### src/rtl/pipeline_hazard_ctrl.sv
// Stall/flush sequencer for the 5-stage core: load-use bubbles, branch squashes, memory waits, watchdog halt.
// Optional performance counters are built when HAZARD_PERF_CNT_EN is defined.
module pipeline_hazard_ctrl #(
  parameter int MEM_TIMEOUT = 16,
  parameter int CNT_W       = 32
) (
  input  logic             clk,
  input  logic             reset,
  input  logic [4:0]       id_rs1,
  input  logic [4:0]       id_rs2,
  input  logic             id_rs1_used,
  input  logic             id_rs2_used,
  input  logic             id_ex_mem_read,
  input  logic [4:0]       id_ex_rd,
  input  logic             ex_branch_taken,
  input  logic             mem_req,
  input  logic             mem_ready,
  output logic             pc_write,
  output logic             if_id_write,
  output logic             id_ex_write,
  output logic             ex_mem_write,
  output logic             if_id_flush,
  output logic             id_ex_flush,
  output logic             mem_wb_flush,
  output logic             pc_sel_branch,
`ifdef HAZARD_PERF_CNT_EN
  output logic [CNT_W-1:0] stall_cycles,
  output logic [CNT_W-1:0] flush_events,
`endif
  output logic             halted
);

  localparam logic [1:0] RUN      = 2'd0;
  localparam logic [1:0] MEM_WAIT = 2'd1;
  localparam logic [1:0] HALT     = 2'd2;

  localparam logic [7:0] TIMEOUT_CNT = 8'(MEM_TIMEOUT);

  logic [1:0] state_reg;
  logic [1:0] state_next;
  logic [7:0] wait_cnt_reg;
  logic [7:0] wait_cnt_next;

  logic mem_stall;
  logic rs1_hit;
  logic rs2_hit;
  logic load_use;
  logic active;

  assign mem_stall = mem_req & ~mem_ready;
  assign rs1_hit   = id_rs1_used & (id_rs1 == id_ex_rd);
  assign rs2_hit   = id_rs2_used & (id_rs2 == id_ex_rd);
  assign load_use  = id_ex_mem_read & (id_ex_rd != 5'd0) & (rs1_hit | rs2_hit);
  assign active    = ~reset & (state_reg != HALT);

  // Control outputs: reset forces bubbles everywhere, HALT freezes without flushing.
  always_comb begin
    pc_write      = 1'b1;
    if_id_write   = 1'b1;
    id_ex_write   = 1'b1;
    ex_mem_write  = 1'b1;
    if_id_flush   = 1'b0;
    id_ex_flush   = 1'b0;
    mem_wb_flush  = 1'b0;
    pc_sel_branch = 1'b0;
    halted        = 1'b0;
    if (reset) begin
      pc_write     = 1'b0;
      if_id_write  = 1'b0;
      id_ex_write  = 1'b0;
      ex_mem_write = 1'b0;
      if_id_flush  = 1'b1;
      id_ex_flush  = 1'b1;
      mem_wb_flush = 1'b1;
    end else if (state_reg == HALT) begin
      pc_write     = 1'b0;
      if_id_write  = 1'b0;
      id_ex_write  = 1'b0;
      ex_mem_write = 1'b0;
      halted       = 1'b1;
    end else if (mem_stall) begin
      // EX instruction is held, so a pending branch re-presents once memory releases.
      pc_write     = 1'b0;
      if_id_write  = 1'b0;
      id_ex_write  = 1'b0;
      ex_mem_write = 1'b0;
      mem_wb_flush = 1'b1;
    end else if (ex_branch_taken) begin
      pc_sel_branch = 1'b1;
      if_id_flush   = 1'b1;
      id_ex_flush   = 1'b1;
    end else if (load_use) begin
      pc_write    = 1'b0;
      if_id_write = 1'b0;
      id_ex_flush = 1'b1;
    end
  end

  always_comb begin
    state_next    = state_reg;
    wait_cnt_next = wait_cnt_reg;
    case (state_reg)
      RUN: begin
        if (mem_stall) begin
          state_next    = MEM_WAIT;
          wait_cnt_next = 8'd1;
        end
      end
      MEM_WAIT: begin
        if (!mem_stall) begin
          state_next    = RUN;
          wait_cnt_next = 8'd0;
        end else if (wait_cnt_reg == TIMEOUT_CNT) begin
          state_next = HALT;
        end else begin
          wait_cnt_next = wait_cnt_reg + 8'd1;
        end
      end
      HALT: begin
        state_next = HALT;
      end
      default: begin
        state_next    = RUN;
        wait_cnt_next = 8'd0;
      end
    endcase
  end

  always_ff @(posedge clk) begin
    if (reset) begin
      state_reg    <= RUN;
      wait_cnt_reg <= 8'd0;
    end else begin
      state_reg    <= state_next;
      wait_cnt_reg <= wait_cnt_next;
    end
  end

`ifdef HAZARD_PERF_CNT_EN
  logic [CNT_W-1:0] stall_cycles_reg;
  logic [CNT_W-1:0] flush_events_reg;

  always_ff @(posedge clk) begin
    if (reset) begin
      stall_cycles_reg <= '0;
      flush_events_reg <= '0;
    end else begin
      if (active && (mem_stall || load_use))
        stall_cycles_reg <= stall_cycles_reg + CNT_W'(1);
      if (pc_sel_branch)
        flush_events_reg <= flush_events_reg + CNT_W'(1);
    end
  end

  // Counters read as zero for the whole reset window, including its first cycle.
  assign stall_cycles = reset ? '0 : stall_cycles_reg;
  assign flush_events = reset ? '0 : flush_events_reg;
`else
  logic unused_active;
  assign unused_active = active;
`endif

endmodule
### config.mk
export PLATFORM = sky130hd
export DESIGN_NAME = pipeline_hazard_ctrl
export DESIGN_NICKNAME = d
export VERILOG_FILES = /design/src/rtl/pipeline_hazard_ctrl.sv
export SDC_FILE = /design/constraint.sdc
export NUM_CORES = 1
export LEC_CHECK = 0
export ABC_AREA = 1
export CAP_MARGIN = 10
export CORE_ASPECT_RATIO = 1.2
export CORE_MARGIN = 2
export CORE_UTILIZATION = 34
export DETAILED_ROUTE_END_ITERATION = 6
export DONT_BUFFER_PORTS = 1
export GPL_ROUTABILITY_DRIVEN = 0
export PLACE_DENSITY = 0.49
export SYNTH_ARGS = -nofsm -noshare
export SYNTH_HDL_FRONTEND = slang
export SYNTH_SLANG_ARGS = --single-unit
export TNS_END_PERCENT = 30
### constraint.sdc
create_clock -name clk -period 1.4 [get_ports clk]
set_input_delay 0.07 -clock clk [delete_from_list [all_inputs] [get_ports clk]]
set_output_delay 0.07 -clock clk [all_outputs]
set_load 0.02 [all_outputs]
## Yosys cells after proc, flatten, opt, wreduce, memory -nomap -nowiden

Index checks and enable logic that the tools add are counted.

| cells by class | value |
|---|---|
| add/sub/neg operators | 1 |
| equality and inequality tests | 8 |
| multiplexer cells | 31 |
| bitwise operators | 8 |
| reductions and logical operators | 4 |

Operator list:

| operator | number |
|---|---|
| two-way mux 8 bit | 3 |
| case mux 8 bit (3 select lines) | 1 |
| two-way mux 1 bit | 23 |
| equality test 5 bit | 2 |
| adder 8 x 1 -> 8 bit, second input constant | 1 |
| equality test 8 x 5 -> 1 bit, second input constant | 1 |
| two-way mux 2 bit | 3 |
| != test 3 bit, second input constant | 2 |
| case mux 2 bit (3 select lines) | 1 |
| AND 1 bit | 5 |
| nonzero test 5 bit | 1 |
| AND reduction 3 bit | 1 |
| equality test 2 x 1 -> 1 bit, second input constant | 1 |
| equality test 2 bit, second input constant | 1 |
| logical NOT 2 bit | 1 |
| != test 2 bit, second input constant | 1 |
| NOT 1 bit | 2 |
| AND reduction 2 bit | 1 |
| bitwise OR 1 bit | 1 |

| word-level totals | value |
|---|---|
| register bits after elaboration | 10 |
| input port bits | 23 |
| output and inout bits | 9 |
| logic and storage cells | 54 |

## Longest topological paths before layout

| depth | value |
|---|---|
| word-level depth | 9 |
| depth in mapped cells | 10 |
| depth with buffers taken out | 9 |

## Least setup slack after synthesis

No wires, ideal clock.

| timing | value |
|---|---|
| kind | flip-flop to output port |
| from | register state_reg[0] |
| to | output port pc_write |
| data arrival time | 1.413 ns |
| required time | 1.330 ns |
| setup slack | -0.083 ns |
| stages on the path, launching flop included | 8 |
| cell sequence | dfxtp_1 nor2_1 inv_2 nand2_1 nor2_1 nand2_1 inv_1 buf_4 |

| between the ends | value |
|---|---|
| cells in the longest elaborated chain, start to end | 3 |

Ends and longest elaborated chain:

| what | RTL line | text |
|---|---|---|
| from (decl) | 39 | `logic [1:0] state_reg;` |
| from (signal assigned) | 134 | `state_reg <= state_next;` |
| equality test 2 bit | 75 | `end else if (state_reg == HALT) begin` |
| two-way mux 1 bit (2 in series) | -- |  |
| to (decl) | 18 | `output logic pc_write,` |

No other way between the ends.

## Final worst setup path

| timing | value |
|---|---|
| from | register wait_cnt_reg[0] |
| to | register wait_cnt_reg[7] |

| between the ends | value |
|---|---|
| cells in the longest elaborated chain, start to end | 4 |
| elaborated cells on any way between the ends | 7 |
| those cells by class | add/sub: 1; eq/ne: 2; mux: 3; reduce/logical: 1 |

Ends and longest elaborated chain:

| what | RTL line | text |
|---|---|---|
| from (decl) | 41 | `logic [7:0] wait_cnt_reg;` |
| from (signal assigned) | 135 | `wait_cnt_reg <= wait_cnt_next;` |
| adder 8 x 1 -> 8 bit | 116 | `wait_cnt_next = wait_cnt_reg + 8'd1;` |
| two-way mux 8 bit | 113 | `end else if (wait_cnt_reg == TIMEOUT_CNT) begin` |
| two-way mux 8 bit | 110 | `if (!mem_stall) begin` |
| case mux 8 bit (3 select lines) | 102 | `case (state_reg)` |

Several ways; a longest one is shown, not always the timed one. The select of a mux whose other input is x is not followed.
A chain may end at the register's enable or synchronous reset.

==> flow_summary.toml <==
[routing]
drt_pass1_iterations = 4
total_vias_in_the_final_route = 1043
highest-signal-layer = "met4"
routed_via_density = 4.87
drt-initial-drc-count = 27
wl_per_cell_um = 10.8
met3_wirelength_um = 115
routed-wl-met2_mm = 1.19
drc = 0
wl_met1_um = 974
wl_final_mm = 2.31
route.antenna.remaining_nets = 0

[critical_path]
critical_path_peak_fanout = 7
worst_path_cell_trace = "inv_2 > ha_1 > inv_1 > nor2_4 > nand3_4 > nand3_4 > nand2_1 > a21oi_1"
crit_required_ns = 1.61
setup.worst_path.start_class = "flip-flop"
crit_type = "flip-flop to flip-flop"
setup.worst_path.start = "wait_cnt_reg[0]"
timing.critical_path.slowest_stage_cell = "sky130_fd_sc_hd__dfxtp_2"
cp_slowest_stage_delay_ns = 0.34
ff2ff_path_depth = 8
worstPathArrival_ns = 1.52
critical_path.endpoint_type = "flip-flop"
critical_path.reg2reg.startpoint = "wait_cnt_reg[0]"
reg2reg_slack_ns = 0.09
path_common_cell = "sky130_fd_sc_hd__nand3_4"

[floorplan]
initial_utilization = 0.347
row_count = 21
die_x_um = 52.2
design.portCount = 32
design.core.area_um2 = 2730
die_area_um2 = 3230
fp.dieH_um = 61.9

[cts]
cts_num_sinks = 10
cts.path.max_buffers = 2
cts_tree = "yes"
cts_buffers = 3
path_clk_slew_ns = 0.07
worstSkewPairLatency_ns = 0.27
clock_tree_root_buffer_cell = "sky130_fd_sc_hd__clkbuf_4"
htreeDepth = 1

[min_path]
hold_start = "reset"
holdPathStages = 3
timing.hold.worst.class = "input pin to flip-flop"

[sta]
final_min_period_over_clock_period = 0.935
setup_total_negative_slack_ns = 0
grt_setup_unrepaired = "yes"
slew-limit-headroom = 0.742
clock.fmax_ghz = 0.764
timing_max_transition_violations_final = 0
final_count_of_hold_timing_violations = 0
worst-slew-pin-transition_ns = 0.385
minimum_clock_period_after_layout_ns = 1.31
final.setup_skew_ns = 0.000945
setup_viol = 0

[outcome]
status = "complete, no violations"

[global_routing]
gr-usage-all-layers = 0.165
antenna_violations_before_repair = 0
grt_pass1_vias = 1005
first_pass_grt_wire_length_mm = 4.07
grt_start_max_net_pins = 10
grt_remaining_overflow = 0

[synthesis]
mappedNetlistNets = 196
syn_area_per_cell_um2 = 5.55
post_synth_inst_count = 171
yosys_warnings = 0
synthTopCellsByArea = "sky130_fd_sc_hd__nand2_1, sky130_fd_sc_hd__dfxtp_1, sky130_fd_sc_hd__inv_1"
largest_area_contributor_in_the_netlist = "sky130_fd_sc_hd__nand2_1"
post_synth_num_cell_types = 17
ys_seq_area_frac = 0.211
synth_area_um2 = 948
post-synth-top-area-fraction = 0.222
postSynthRegisterBits = 10

[run]
max_cap_violations = 0

[layout]
final_area_um2 = 1110
areaGrowthSynthToFinish_pct = 17.2
final_nets = 206
finalCoreUtilization = 0.407
layout.cells.non_filler = 214
largest_reg_flops = 8
antennaDiodeCount = 0
layout_cell_share_with_drive_strength_beyond_1 = 0.194

[place]
postPlaceCellArea_um2 = 1010
placement.io_buffers = 0
place.detailed.instances = 206
dp_hpwl_mm = 1.83

[power_and_ir_drop]
power_density_nw_per_um2 = 670
vdd_ir_drop_max_mv = 0.334
total_leakage_power_nw = 0.579
totalPowerFinal_w = 0.000745
through the flow:
step / hold WS [ns] / worst slack [ns]
finish: 0.0479 / 0.0916
global route: 0.0818 / -0.00216
CTS: 0.0655 / 0.00842
detailed placement: 0.143 / 0.0225
global placement: 0.142 / 0.0747
floorplan: 0.262 / 0.0346
what timing repair did:
| action | CTS | global route |
|---|---|---|
| pin swaps | 0 | 2 |
| endpoints found under the hold margin | 6 | 0 |
| endpoints found under the setup margin | 5 | 13 |
| setup buffers | 1 | 1 |
| gates resized for setup | 4 | 10 |
| cloned | 0 | 1 |
| hold buffers | 1 | 0 |
kinds of logic after synthesis:
logic type,synth area share
adders and majority gates,0.0264
DFF,0.211
and+or+nand+nor,0.526
AOI/OAI and AO/OA,0.0580
buffers and inverters,0.178
per-layer routing:
layer	up-vias	GRT usage
li1	548	-
met4	0	0.0659
met2	32	0.315
met5	-	0
met1	458	0.186
met3	5	0.0239
synth_stat cells:
cell type and n:
sky130_fd_sc_hd__o21ai_0 4, sky130_fd_sc_hd__inv_2 4, sky130_fd_sc_hd__nor3_1 3, sky130_fd_sc_hd__nand3_1 11
sky130_fd_sc_hd__nand3_4 2, sky130_fd_sc_hd__nand4_1 11, sky130_fd_sc_hd__buf_6 1, sky130_fd_sc_hd__dfxtp_1 10
sky130_fd_sc_hd__ha_1 2, sky130_fd_sc_hd__inv_1 34, sky130_fd_sc_hd__nand2_1 56, sky130_fd_sc_hd__nor2_2 1
sky130_fd_sc_hd__a21oi_1 7, sky130_fd_sc_hd__nor2_4 2, sky130_fd_sc_hd__nor2_1 18, sky130_fd_sc_hd__nand2_2 3
sky130_fd_sc_hd__buf_4 2
cell usage in the layout (no fill, tap or decap), drive strengths merged:
master	count
nor2	21
o21ai	4
ha	2
nand2	59
clkbuf	4
nand3	14
nor3	3
buf	6
a21oi	7
nand4	11
dlygate4sd3	1
inv	38
dfxtp	10
final cells by class:
cell class	instances	area, um2
Multi-Input combinational cell	121	617
Sequential cell	10	205
Tap cell	34	42.5
Fill cell	316	1620
Timing Repair Buffer	7	67.6
Clock buffer	4	36.3
Inverter	38	143
critical path, delay by kind of cell, from the launching register on:
family	cells	cell delay (ns)
DFF	1	0.34
buffers and inverters	2	0.14
and+or+nand+nor	4	0.48
adders and majority gates	1	0.14
AOI/OAI and AO/OA	1	0.14
report_power, final:
part / switching [W] / internal (W) / total (W) / leakage [nW]
logic: 0.000111 / 0.0000640 / 0.000175 / 0.476
clock network: 0.000112 / 0.000158 / 0.000271 / 0.0210
registers: 0.00000722 / 0.000291 / 0.000299 / 0.0827
total: 0.000231 / 0.000514 / 0.000745 / 0.579
path summary, 6_finish.rpt:
kind | end
hold reg to reg | wait_cnt_reg[6]
setup / recovery | wait_cnt_reg[7]
setup reg to reg | wait_cnt_reg[7]
hold / removal | wait_cnt_reg[0]
(Power assumes the default switching activity.)
